## src/rtl/reflet_bridge_pkg.sv

```systemverilog
// Shared definitions for the reflet peripheral bridge: FSM state encoding,
// derived-width helpers and the byte order used when serialising words.
package reflet_bridge_pkg;

    // Bridge FSM states.
    typedef enum logic [1:0] {
        IDLE = 2'd0,
        XFER = 2'd1,
        DONE = 2'd2,
        ERR  = 2'd3
    } state_t;

    // Bytes are issued lowest-significance first.
    localparam bit LITTLE_ENDIAN = 1'b1;

    // Number of byte cycles in a full-word access.
    function automatic int nbytes(input int wordsize);
        return wordsize / 8;
    endfunction

    // Width of a peripheral register offset; at least one bit so that a
    // single-register window still has a legal port.
    function automatic int off_w(input int num_slots, input int slot_size);
        int w;
        w = $clog2(num_slots * slot_size);
        if (w < 1) begin
            w = 1;
        end
        return w;
    endfunction

endpackage

```

## src/rtl/reflet_slot_decoder.sv

```systemverilog
// Maps a byte offset (relative to the window base) onto an in-window flag and
// a one-hot slot select. Out-of-window offsets select no slot.
module reflet_slot_decoder #(
    parameter int w         = 8,
    parameter int num_slots = 8,
    parameter int slot_size = 8
) (
    input  logic [w-1:0]         off,
    output logic                 in_window,
    output logic [num_slots-1:0] slot_sel
);

    localparam int WIN_SIZE  = num_slots * slot_size;
    localparam int SLOT_BITS = $clog2(slot_size);

    logic [w-1:0] slot_idx;

    // Window membership and one-hot slot select for the given offset.
    always_comb begin
        in_window = (off < w'(WIN_SIZE));
        slot_idx  = off >> SLOT_BITS;
        slot_sel  = '0;
        for (int i = 0; i < num_slots; i++) begin
            slot_sel[i] = in_window && (slot_idx == w'(i));
        end
    end

endmodule

```

## src/rtl/reflet_periph_bridge.sv

```systemverilog
// Bridges a wordsize-wide CPU data port onto an 8-bit peripheral bus.
// Each CPU access is serialised into byte cycles over a window of num_slots
// peripheral slots starting at base_addr; out-of-window requests end at once
// with err. Optional macro REFLET_BRIDGE_WAIT_EN adds a p_wait input that
// stretches the current byte cycle.
//
// Handshake: req is a single-cycle strobe, only accepted in IDLE with enable
// high; ready pulses for exactly one cycle when the access completes, and
// data_out is valid in that cycle and held until the next read or error.
module reflet_periph_bridge
    import reflet_bridge_pkg::*;
#(
    parameter int                          wordsize       = 16,
    parameter int                          base_addr_size = 16,
    parameter logic [base_addr_size-1:0]   base_addr      = 16'hFF00,
    parameter int                          num_slots      = 8,
    parameter int                          slot_size      = 8
) (
    input  logic                                     clk,
    input  logic                                     reset,
    input  logic                                     enable,
    input  logic                                     req,
    input  logic [base_addr_size-1:0]                addr,
    input  logic [wordsize-1:0]                      data_in,
    input  logic                                     write_en,
    input  logic                                     byte_mode,
    output logic [wordsize-1:0]                      data_out,
    output logic                                     ready,
    output logic                                     err,
    output logic [off_w(num_slots, slot_size)-1:0]   p_addr,
    output logic [7:0]                               p_data_out,
    input  logic [7:0]                               p_data_in,
    output logic                                     p_enable,
    output logic                                     p_write_en,
    output logic [num_slots-1:0]                     p_slot_sel,
    output logic [1:0]                               dbg_state
`ifdef REFLET_BRIDGE_WAIT_EN
    ,
    input  logic                                     p_wait
`endif
);

    localparam int NBYTES = nbytes(wordsize);
    localparam int OFF_W  = off_w(num_slots, slot_size);
    localparam int REQ_W  = base_addr_size + 1;
    localparam int BYTE_W = OFF_W + 4;

    state_t                state_q, state_d;
    logic [OFF_W-1:0]      off_q;
    logic [wordsize-1:0]   wdata_q;
    logic [wordsize-1:0]   acc_q;
    logic [wordsize-1:0]   data_out_q;
    logic                  wr_q;
    logic [3:0]            idx_q;
    logic [3:0]            n_q;
    logic [3:0]            lane;
    logic                  stall;
    logic                  accept;

    logic [REQ_W-1:0]      req_off;
    logic                  req_in_win;
    logic [num_slots-1:0]  req_sel_unused;

    logic [BYTE_W-1:0]     byte_off;
    logic                  byte_in_win;
    logic [num_slots-1:0]  byte_sel;
    logic [7:0]            wr_byte;
    logic [7:0]            rd_byte;

`ifdef REFLET_BRIDGE_WAIT_EN
    assign stall = p_wait;
`else
    assign stall = 1'b0;
`endif

    // One extra bit so that an address below base_addr wraps to a large
    // offset and fails the window check.
    assign req_off  = {1'b0, addr} - {1'b0, base_addr};
    assign byte_off = BYTE_W'(off_q) + BYTE_W'(idx_q);
    assign lane     = LITTLE_ENDIAN ? idx_q : (4'(NBYTES - 1) - idx_q);
    assign accept   = (state_q == IDLE) && req && enable && req_in_win;
    assign dbg_state = state_q;

    reflet_slot_decoder #(
        .w         (REQ_W),
        .num_slots (num_slots),
        .slot_size (slot_size)
    ) u_req_dec (
        .off       (req_off),
        .in_window (req_in_win),
        .slot_sel  (req_sel_unused)
    );

    reflet_slot_decoder #(
        .w         (BYTE_W),
        .num_slots (num_slots),
        .slot_size (slot_size)
    ) u_byte_dec (
        .off       (byte_off),
        .in_window (byte_in_win),
        .slot_sel  (byte_sel)
    );

    // Lane select of the outgoing write byte and masking of the read byte.
    always_comb begin
        wr_byte = 8'h00;
        for (int b = 0; b < NBYTES; b++) begin
            if (lane == 4'(b)) begin
                wr_byte = wdata_q[b*8 +: 8];
            end
        end
        rd_byte = byte_in_win ? p_data_in : 8'h00;
    end

    // FSM state register.
    always_ff @(posedge clk) begin
        if (!reset) begin
            state_q <= IDLE;
        end else begin
            state_q <= state_d;
        end
    end

    // Next-state logic and all bus/CPU-side outputs.
    always_comb begin
        state_d    = state_q;
        ready      = 1'b0;
        err        = 1'b0;
        data_out   = data_out_q;
        p_addr     = '0;
        p_data_out = 8'h00;
        p_enable   = 1'b0;
        p_write_en = 1'b0;
        p_slot_sel = '0;
        case (state_q)
            IDLE: begin
                if (req && enable) begin
                    state_d = req_in_win ? XFER : ERR;
                end
            end
            XFER: begin
                p_addr     = byte_off[OFF_W-1:0];
                p_data_out = wr_byte;
                p_enable   = byte_in_win;
                p_write_en = wr_q && byte_in_win;
                p_slot_sel = byte_sel;
                if (!stall && (idx_q == n_q - 4'd1)) begin
                    state_d = DONE;
                end
            end
            DONE: begin
                ready = 1'b1;
                if (!wr_q) begin
                    data_out = acc_q;
                end
                state_d = IDLE;
            end
            ERR: begin
                ready    = 1'b1;
                err      = 1'b1;
                data_out = '0;
                state_d  = IDLE;
            end
            default: begin
                state_d = IDLE;
            end
        endcase
    end

    // Request latching, byte index, read accumulation and held read result.
    always_ff @(posedge clk) begin
        if (!reset) begin
            off_q      <= '0;
            wdata_q    <= '0;
            acc_q      <= '0;
            data_out_q <= '0;
            wr_q       <= 1'b0;
            idx_q      <= 4'd0;
            n_q        <= 4'd0;
        end else begin
            if (accept) begin
                off_q   <= req_off[OFF_W-1:0];
                wdata_q <= data_in;
                wr_q    <= write_en;
                n_q     <= byte_mode ? 4'd1 : 4'(NBYTES);
                idx_q   <= 4'd0;
                acc_q   <= '0;
            end
            if ((state_q == XFER) && !stall) begin
                idx_q <= idx_q + 4'd1;
                if (!wr_q) begin
                    for (int b = 0; b < NBYTES; b++) begin
                        if (lane == 4'(b)) begin
                            acc_q[b*8 +: 8] <= rd_byte;
                        end
                    end
                end
            end
            if ((state_q == DONE) || (state_q == ERR)) begin
                data_out_q <= data_out;
            end
        end
    end

endmodule
```

## config.mk

```make
export PLATFORM = sky130hd
export DESIGN_NAME = reflet_periph_bridge
export DESIGN_NICKNAME = d
export VERILOG_FILES = /design/src/rtl/reflet_bridge_pkg.sv /design/src/rtl/reflet_slot_decoder.sv /design/src/rtl/reflet_periph_bridge.sv
export SDC_FILE = /design/constraint.sdc
export NUM_CORES = 1
export LEC_CHECK = 0
export BUFFER_PORTS_ARGS = -buffer_cell sky130_fd_sc_hd__buf_4
export CAP_MARGIN = 15
export CORE_UTILIZATION = 52
export CTS_CLUSTER_SIZE = 40
export DETAILED_ROUTE_END_ITERATION = 16
export HOLD_SLACK_MARGIN = 0.05
export PLACE_DENSITY = 0.84
export SYNTH_ARGS = -nofsm -noshare
export SYNTH_HDL_FRONTEND = slang
export SYNTH_SLANG_ARGS = --single-unit
```

## constraint.sdc

```tcl
create_clock -name clk -period 2.9 [get_ports clk]
set_input_delay 0.435 -clock clk [delete_from_list [all_inputs] [get_ports clk]]
set_output_delay 0.435 -clock clk [all_outputs]
set_load 0.1 [all_outputs]
```

Word level (Yosys, flattened, before mapping)
Cells that the tools add are included.

Output and inout port bits: 44. Flip-flop bits (word level): 65. Word-level logic and storage cells: 72. Bits of input ports: 46.

Mux-type cells: 24. Reductions and logical operators: 20. Add/subtract/negate cells: 4. Magnitude comparators: 2. Equal/unequal tests: 14.

Operators by type and width (count): $mux 16 (4); $mux 8 (7); $pmux 16 s2 (1); $lt 17x7->1 const B (1); $sub 16x16->17 const B (1); $eq 4x3->1 const B (4); $logic_and 1x1->1 (13); $logic_not 10->1 (1); $eq 4x1->1 const B (2); $eq 4x2->1 const B (2); $mux 2 (4); $mux 4 (2); $add 6x4->7 (1); $lt 7x7->1 const B (1); $mux 6 (1); $pmux 2 s3 (1); $add 4x1->4 const B (1); $eq 2x2->1 const B (2); $eq 4x4->1 (1); $logic_not 4->1 (1); $mux 1 (4); $sub 4x1->4 const B (1); $eq 2x1->1 const B (1); $logic_not 2->1 (1); other kinds (6) (6).

Logic depth before layout (Yosys ltp)
Gate-level depths: netlist of run 1.

Depth in word-level cells: 8. Mapped depth: 8. Mapped depth without buffers: 7.

Modules after synthesis
A second synthesis of run 1 with hierarchy kept.

Cells, all modules: 482. Area total of the unflattened synthesis: 3921.3 um2.

By module, submodules not included: reflet_periph_bridge (instances 1, cells each 449, sequential area each 1261.2 um2, area an instance 3692.3 um2); reflet_slot_decoder at u_req_dec (instances 1, cells each 20, sequential area each 0.0 um2, area an instance 136.4 um2); reflet_slot_decoder at u_byte_dec (instances 1, cells each 13, sequential area each 0.0 um2, area an instance 92.6 um2).

Least setup slack after synthesis of run 1
Ideal clock, no wire load.

Path kind: flip-flop to output port. From: register state_q[0] (netlist: dbg_state[0]). To: output p_slot_sel[2]. Cell stages (with the launch flop): 7. Path buffers: 2. Arrival: 3.842 ns. Required time: 2.465 ns. Setup slack: -1.377 ns. Cell sequence: dfxtp_1 buf_6 nand2b_1 clkbuf_1 nor2_1 mux2i_1 nor3_1.

Word-level cells in the longest chain between the ends: 2.

RTL lines: start: declaration (line reflet_periph_bridge.sv:48) `state_t state_q, state_d;`; start signal: assignment (line reflet_periph_bridge.sv:120) `state_q <= state_d;`; $eq 2x1->1 (line reflet_periph_bridge.sv:135) `case (state_q)`; $mux 8 (line reflet_periph_bridge.sv:135); end: declaration (line reflet_periph_bridge.sv:35) `output logic [num_slots-1:0] p_slot_sel,`.

No other way between the ends.

Final worst setup path of run 1
From: register idx_q[1]. To: output p_slot_sel[2].

Word-level cells in the longest chain between the ends: 4. Elaborated cells between the ends (all ways): 5. Classes of those cells: add/sub (1); order compare (1); eq/ne (1); mux (1); reduce/logical (1).

RTL lines: start: declaration (line reflet_periph_bridge.sv:54) `logic [3:0] idx_q;`; start signal: assignment (line reflet_periph_bridge.sv:190) `idx_q <= idx_q + 4'd1;`; $add 6x4->7 (*) (line reflet_periph_bridge.sv:79) `assign byte_off = BYTE_W'(off_q) + BYTE_W'(idx_q);`; $lt 7x7->1 / $eq 4x2->1 (equally long branches) (line reflet_slot_decoder.sv:20, reflet_slot_decoder.sv:24); $logic_and 1x1->1 (*) (line reflet_slot_decoder.sv:24) `slot_sel[i] = in_window && (slot_idx == w'(i));`; $mux 8 (*) (line reflet_periph_bridge.sv:135).

Mark *: on every way between the ends. The rest lies on a longest branch, timed or not.

==> impl_metrics.json, run 1 <==
{
  "status": "complete, no violations",
  "drv_cap": 0,
  "grt_overflow": 0,
  "num-fill-cells": 394,
  "syn_to_final_growth_pct": 42.2,
  "clk-insertion-delay-late_ps": 340,
  "yosysMostFrequentCell": "dfxtp_1",
  "max_freq_mhz": 350,
  "drc": 0,
  "multi_input_area_um2": 2010,
  "grt_pass1_vias": 2885,
  "synth_top_cell_area_share_pct": 39.7,
  "grt_antenna_before_repair": 0,
  "crit_chain": "inv_1 > fa_2 > nand2b_4 > a21oi_4 > mux2i_4 > buf_6 > nor3_4 > buf_12",
  "die_area_um2": 6430,
  "syn-mean-instance-area_um2": 8.88,
  "num_rows": 28,
  "ys_types": 47,
  "async_flop_share_pct": 0,
  "yosys-top-cells-area": "dfxtp_1 (40%), mux2i_1 (8.2%), nand2_1 (6.5%), a32o_1 (5.0%), a22oi_1 (4.5%)",
  "clock-sinks": 63,
  "place.gp.congestion": 0.825,
  "synthFlopType": "dfxtp_1",
  "drive_gt1_share_pct": 38.9,
  "numCtsBuffers": 9,
  "num_io_pins": 90,
  "cts_tree": "yes",
  "critical_path_required_ps": 2470,
  "root_buffer": "clkbuf_8",
  "finalHoldViolCount": 0,
  "synth_edf_count": 0,
  "crit_slowest_cell": "dfxtp_1",
  "synth_top_area_cell": "dfxtp_1",
  "hold_class": "in -> reg",
  "ctsHoldBuffers": 0,
  "p_leak_nw": 1.80,
  "final_util_pct": 76.4,
  "skew_ps": 6.92,
  "crit_family": "buffers and inverters",
  "slew_viol_final": 0,
  "crit_path_end_kind": "primary output",
  "die_x_um": 80.2,
  "grt_usage_pct": 26.6,
  "cp.arrival_ps": 2420,
  "antenna_left": 0,
  "drt_iter0_drc": 218,
  "drt_wl_total_um": 8610,
  "core_um2": 5920,
  "netlist_top_cells_count": "dfxtp_1 (63), nand2_1 (55), mux2i_1 (26), inv_1 (22)",
  "start_util_pct": 53.7,
  "total_power_mw": 2.01,
  "wl_per_cell_um": 16.3,
  "nets": 504,
  "dieHeight_um": 80.2,
  "critPathBufInv": 3,
  "seq_area_frac_synth_pct": 39.7,
  "syn-instance-count": 358,
  "hold_ws_ps": 343,
  "worst_slew_pin_slew_ps": 1160,
  "setup_tns_ps": 0,
  "drt_first_pass_iters": 5,
  "cts_max_level": 3,
  "vias": 3053,
  "diodes": 0,
  "syn_nets": 414,
  "setup_viol": 0,
  "dp_hpwl_um": 5480,
  "cellPowerDensity_nw_per_um2": 444,
  "yosysWarnings": 0,
  "relSlewSlack_pct": 22.7,
  "max_stage_delay_ps": 430,
  "netlist_area_um2": 3180,
  "grt_pass1_wl_um": 13200,
  "clockBufferDepth": 2,
  "port_buffers": 89,
  "grt_max_degree": 88,
  "fin_crit_sh_pct": 98.6,
  "ys_ff_latch": 63,
  "via_per_inst": 5.79,
  "critPathKind": "reg -> out",
  "worst-path-max-fanout": 5,
  "regArea_um2": 1270,
  "vdd_drop_max_uv": 291,
  "min_period_ps": 2860,
  "clkTransAtPathRegs_ps": 70,
  "critPathLaunchType": "flop"
}
==> power by group <==
group | internal (mW) | total [mW] | switching [mW]
Sequential | 0.878 | 0.900 | 0.0227
Combinational | 0.0955 | 0.262 | 0.167
Clock | 0.513 | 0.844 | 0.330
Total | 1.49 | 2.01 | 0.520
==> stage by stage <==
| step | instances | setup slack, ps | instance area (µm²) |
|---|---|---|---|
| after floorplan | 358 | 13.4 | 3420 |
| after global placement | 509 | 176 | 4120 |
| after global routing | 527 | -56.4 | 4520 |
| final | 527 | 41.3 | 4520 |
| after detailed placement | 509 | 43.4 | 4120 |
| after CTS | 527 | 3.97 | 4420 |
==> registers in the layout (all words and copies together), names as in the netlist <==
name,count
acc_q,16
data_out_q,16
dbg_state,2
idx_q,4
n_q,2
off_q,6
wdata_q,16
wr_q,1
==> cell usage in the layout (no fill, tap or decap), types with 11 or more instances in the layout <==
cell,instances
buf_4,91
dfxtp_1,60
nand2_1,55
mux2i_1,24
inv_1,21
a22oi_1,19
and2_1,19
a32o_1,16
nor2_2,12
clkbuf_8,12
o22ai_2,11
==> per-layer routing <==
| metal | global-route usage [%] | part of all wire, % |
|---|---|---|
| met4 | 9.64 | 2.1 |
| met5 | 0 | 0 |
| met3 | 6.82 | 6.8 |
| met2 | 42.5 | 49 |
| met1 | 34.6 | 42 |
==> area by class of cell <==
class                           instances  area share [%]
Timing Repair Buffer                  103            18.6
Inverter                               22            1.91
Clock buffer                           13            4.21
Sequential cell                        63            28.0
Clock inverter                          2           0.775
Tap cell                               75            2.08
Multi-Input combinational cell        249            44.4
==> worst paths after layout <==
path | endpoint | slack, ps | from | cells after the start
hold / removal | acc_q[7] | 340 | p_data_in[7] | 2
setup reg to reg | acc_q[12] | 470 | dbg_state[1] | 5
hold reg to reg | wdata_q[9] | 460 | wdata_q[9] | 2
setup / recovery | p_slot_sel[2] | 40 | idx_q[1] | 8
==> timing repair <==
item	in CTS	in global routing
endpoints found under the hold margin	0	0
pin swaps	2	2
buffers inserted	3	0
gates cloned	0	0
endpoints found under the setup margin	10	10
resized for setup	13	21
==> worst reg2reg max path, stage by stage (launching register included) <==
cell and delay (ps):
dfxtp_4 520, nand2b_1 210, buf_4 340, nor2_1 110, a221oi_1 960, a32o_1 240
==> logic make-up after synthesis <==
kind of cell	Yosys count	share of synthesized area (%)
buffers and inverters	46	7.24
AND/OR/NAND/NOR	134	21.4
flip-flops	63	39.7
XOR/XNOR	5	1.38
adder cells (fa/ha/maj)	10	4.17
multiplexers	26	8.19
AO/OA/AOI/OAI	74	18.0
(Power assumes the default switching activity.)
==> inputs of run 2 (changes only) <==
--- a/config.mk
+++ b/config.mk
@@ -12,6 +12,7 @@
 export DETAILED_ROUTE_END_ITERATION = 16
 export HOLD_SLACK_MARGIN = 0.05
 export PLACE_DENSITY = 0.84
+export REMOVE_ABC_BUFFERS = 1
 export SYNTH_ARGS = -nofsm -noshare
 export SYNTH_HDL_FRONTEND = slang
 export SYNTH_SLANG_ARGS = --single-unit
==> run 2 against run 1 <==
  * Maximum frequency decreased by 1.3%
  * Cell count decreased by 0.38%
  * Total power is 3.8% lower
  * Worst hold slack improved by 9.1 ps
  * Die area unchanged
  * Sequential power is 2% lower
  * Register-to-register slack better by 90 ps
  * Critical path type unchanged
  * Critical endpoint is now p_slot_sel[6]
==> impl_metrics.json, run 2 (same netlist as run 1, synthesis figures left out) <==
{
  "status": "complete, no violations",
  "nets": 501,
  "num-fill-cells": 456,
  "start_util_pct": 53.7,
  "max_stage_delay_ps": 370,
  "whs_endpoint": "acc_q[15]",
  "hold_depth": 2,
  "p_leak_nw": 1.71,
  "crit_path_end_kind": "primary output",
  "reg2regPathDepth": 6,
  "clk-insertion-delay-late_ps": 330,
  "fin_crit_sh_pct": 99.9,
  "final_common_cell": "buf_4",
  "grt_pass1_wl_um": 12700,
  "wl_per_cell_um": 15.4,
  "clkTransAtPathRegs_ps": 70,
  "die_area_um2": 6430,
  "place.gp.congestion": 0.787,
  "setup_viol": 0,
  "cts_tree": "yes",
  "core_um2": 5920,
  "drt_first_pass_iters": 5,
  "drt_wl_total_um": 8090,
  "grt_max_degree": 88,
  "grt_pass1_vias": 2777,
  "root_buffer": "clkbuf_8",
  "worst-path-max-fanout": 5,
  "skew_ps": 6.73,
  "clock-sinks": 63,
  "final_cell_mix": "buf_4 (92), dfxtp_1 (59), nand2_1 (55)",
  "min_period_ps": 2900,
  "crit_family": "adder cells",
  "hold_class": "in -> reg",
  "slew_viol_final": 0,
  "cellPowerDensity_nw_per_um2": 454,
  "grt_usage_pct": 25.2,
  "port_buffers": 89,
  "via_per_inst": 5.76,
  "drc": 0,
  "syn_to_final_growth_pct": 33.7,
  "drt_iter0_drc": 204,
  "critPathBufInv": 2,
  "r2r_setup_slack_ps": 560,
  "numCtsBuffers": 9,
  "vias": 3022,
  "drv_cap": 0,
  "cp.arrival_ps": 2460,
  "cts_max_level": 3,
  "setup_ws_ps": 4.21,
  "min_from": "p_data_in[7]",
  "vdd_drop_max_uv": 338,
  "die_x_um": 80.2,
  "max_freq_mhz": 345,
  "critical_path_required_ps": 2470,
  "dp_hpwl_um": 5360,
  "r2r-start": "idx_q[3]",
  "critPathKind": "reg -> out",
  "num_rows": 28,
  "antenna_left": 0,
  "drive_gt1_share_pct": 32.2,
  "grt_antenna_before_repair": 0,
  "regArea_um2": 1270,
  "pre_cts_ws_ps": 113,
  "worst_slew_pin_slew_ps": 1130,
  "crit_slowest_cell": "dfxtp_4",
  "finalHoldViolCount": 0,
  "r2r_end": "acc_q[4]",
  "hold_ws_ps": 352,
  "dieHeight_um": 80.2,
  "critPathLaunchType": "flop",
  "crit_chain": "ha_2 > inv_1 > fa_2 > nand2b_4 > a21oi_4 > mux2i_4 > nor3_1 > clkbuf_8",
  "top_regs": "acc_q x16, data_out_q x16, wdata_q x16",
  "grt_overflow": 0,
  "clockBufferDepth": 2,
  "num_io_pins": 90,
  "total_power_mw": 1.93,
  "multi_input_area_um2": 1800,
  "diodes": 0,
  "relSlewSlack_pct": 24.4
}
==> run 2: changes by cell type in the layout (fill, tap and decap cells not counted), sizes merged <==
cell,change
inv,+1
clkinv,+2
buf,-9
clkbuf,+4
==> run 2: stage by stage <==
step | util [%] | instances | setup TNS (ps) | cell area (µm²)
after global routing | 71.8 | 525 | -413 | 4250
after global placement | 65.2 | 507 | 0 | 3860
final | 71.8 | 525 | 0 | 4250
after CTS | 69.7 | 524 | 0 | 4130
after floorplan | - | 334 | -82760 | 3030
after detailed placement | 65.2 | 507 | 0 | 3860
==> run 2: timing repair <==
| item | 4_1_cts | 5_1_grt |
|---|---|---|
| hold buffers | 0 | 0 |
| setup buffers | 1 | 1 |
| pin swaps | 2 | 2 |
| setup endpoints to repair | 9 | 10 |
| gates resized for setup | 16 | 27 |
==> run 2: layer usage <==
layer  up-vias  track usage (%)  part of all wire [%]
met4         0             11.4                   3.0
li1       1444                -                     -
met2       134             41.7                    48
met1      1417             31.2                    42
met3        27             5.68                   7.0
met5         -                0                     0
==> run 2: where the power goes <==
part	switching, mW	leakage, nW	internal, mW
clock network	0.336	0.105	0.442
registers	0.00903	0.511	0.876
logic	0.171	1.09	0.0946
total	0.516	1.71	1.41
==> run 2: area by class of cell <==
class	instances	area share [%]
Inverter	22	1.94
Clock inverter	5	1.32
Clock buffer	11	3.56
Multi-Input combinational cell	249	42.3
Sequential cell	63	29.9
Tap cell	75	2.21
Timing Repair Buffer	100	18.7
==> run 2: worst max path at each step <==
stage / start / to / slack (ps) / cells past startpoint
floorplan: dbg_state[0] / p_slot_sel[2] / -1880 / 4
global route: idx_q[0] / p_slot_sel[6] / -90 / 8
finish: idx_q[0] / p_slot_sel[6] / 4 / 8
CTS: idx_q[0] / p_slot_sel[4] / 5 / 9
detailed placement: idx_q[0] / p_slot_sel[7] / 110 / 8
global placement: idx_q[0] / p_slot_sel[6] / 240 / 8
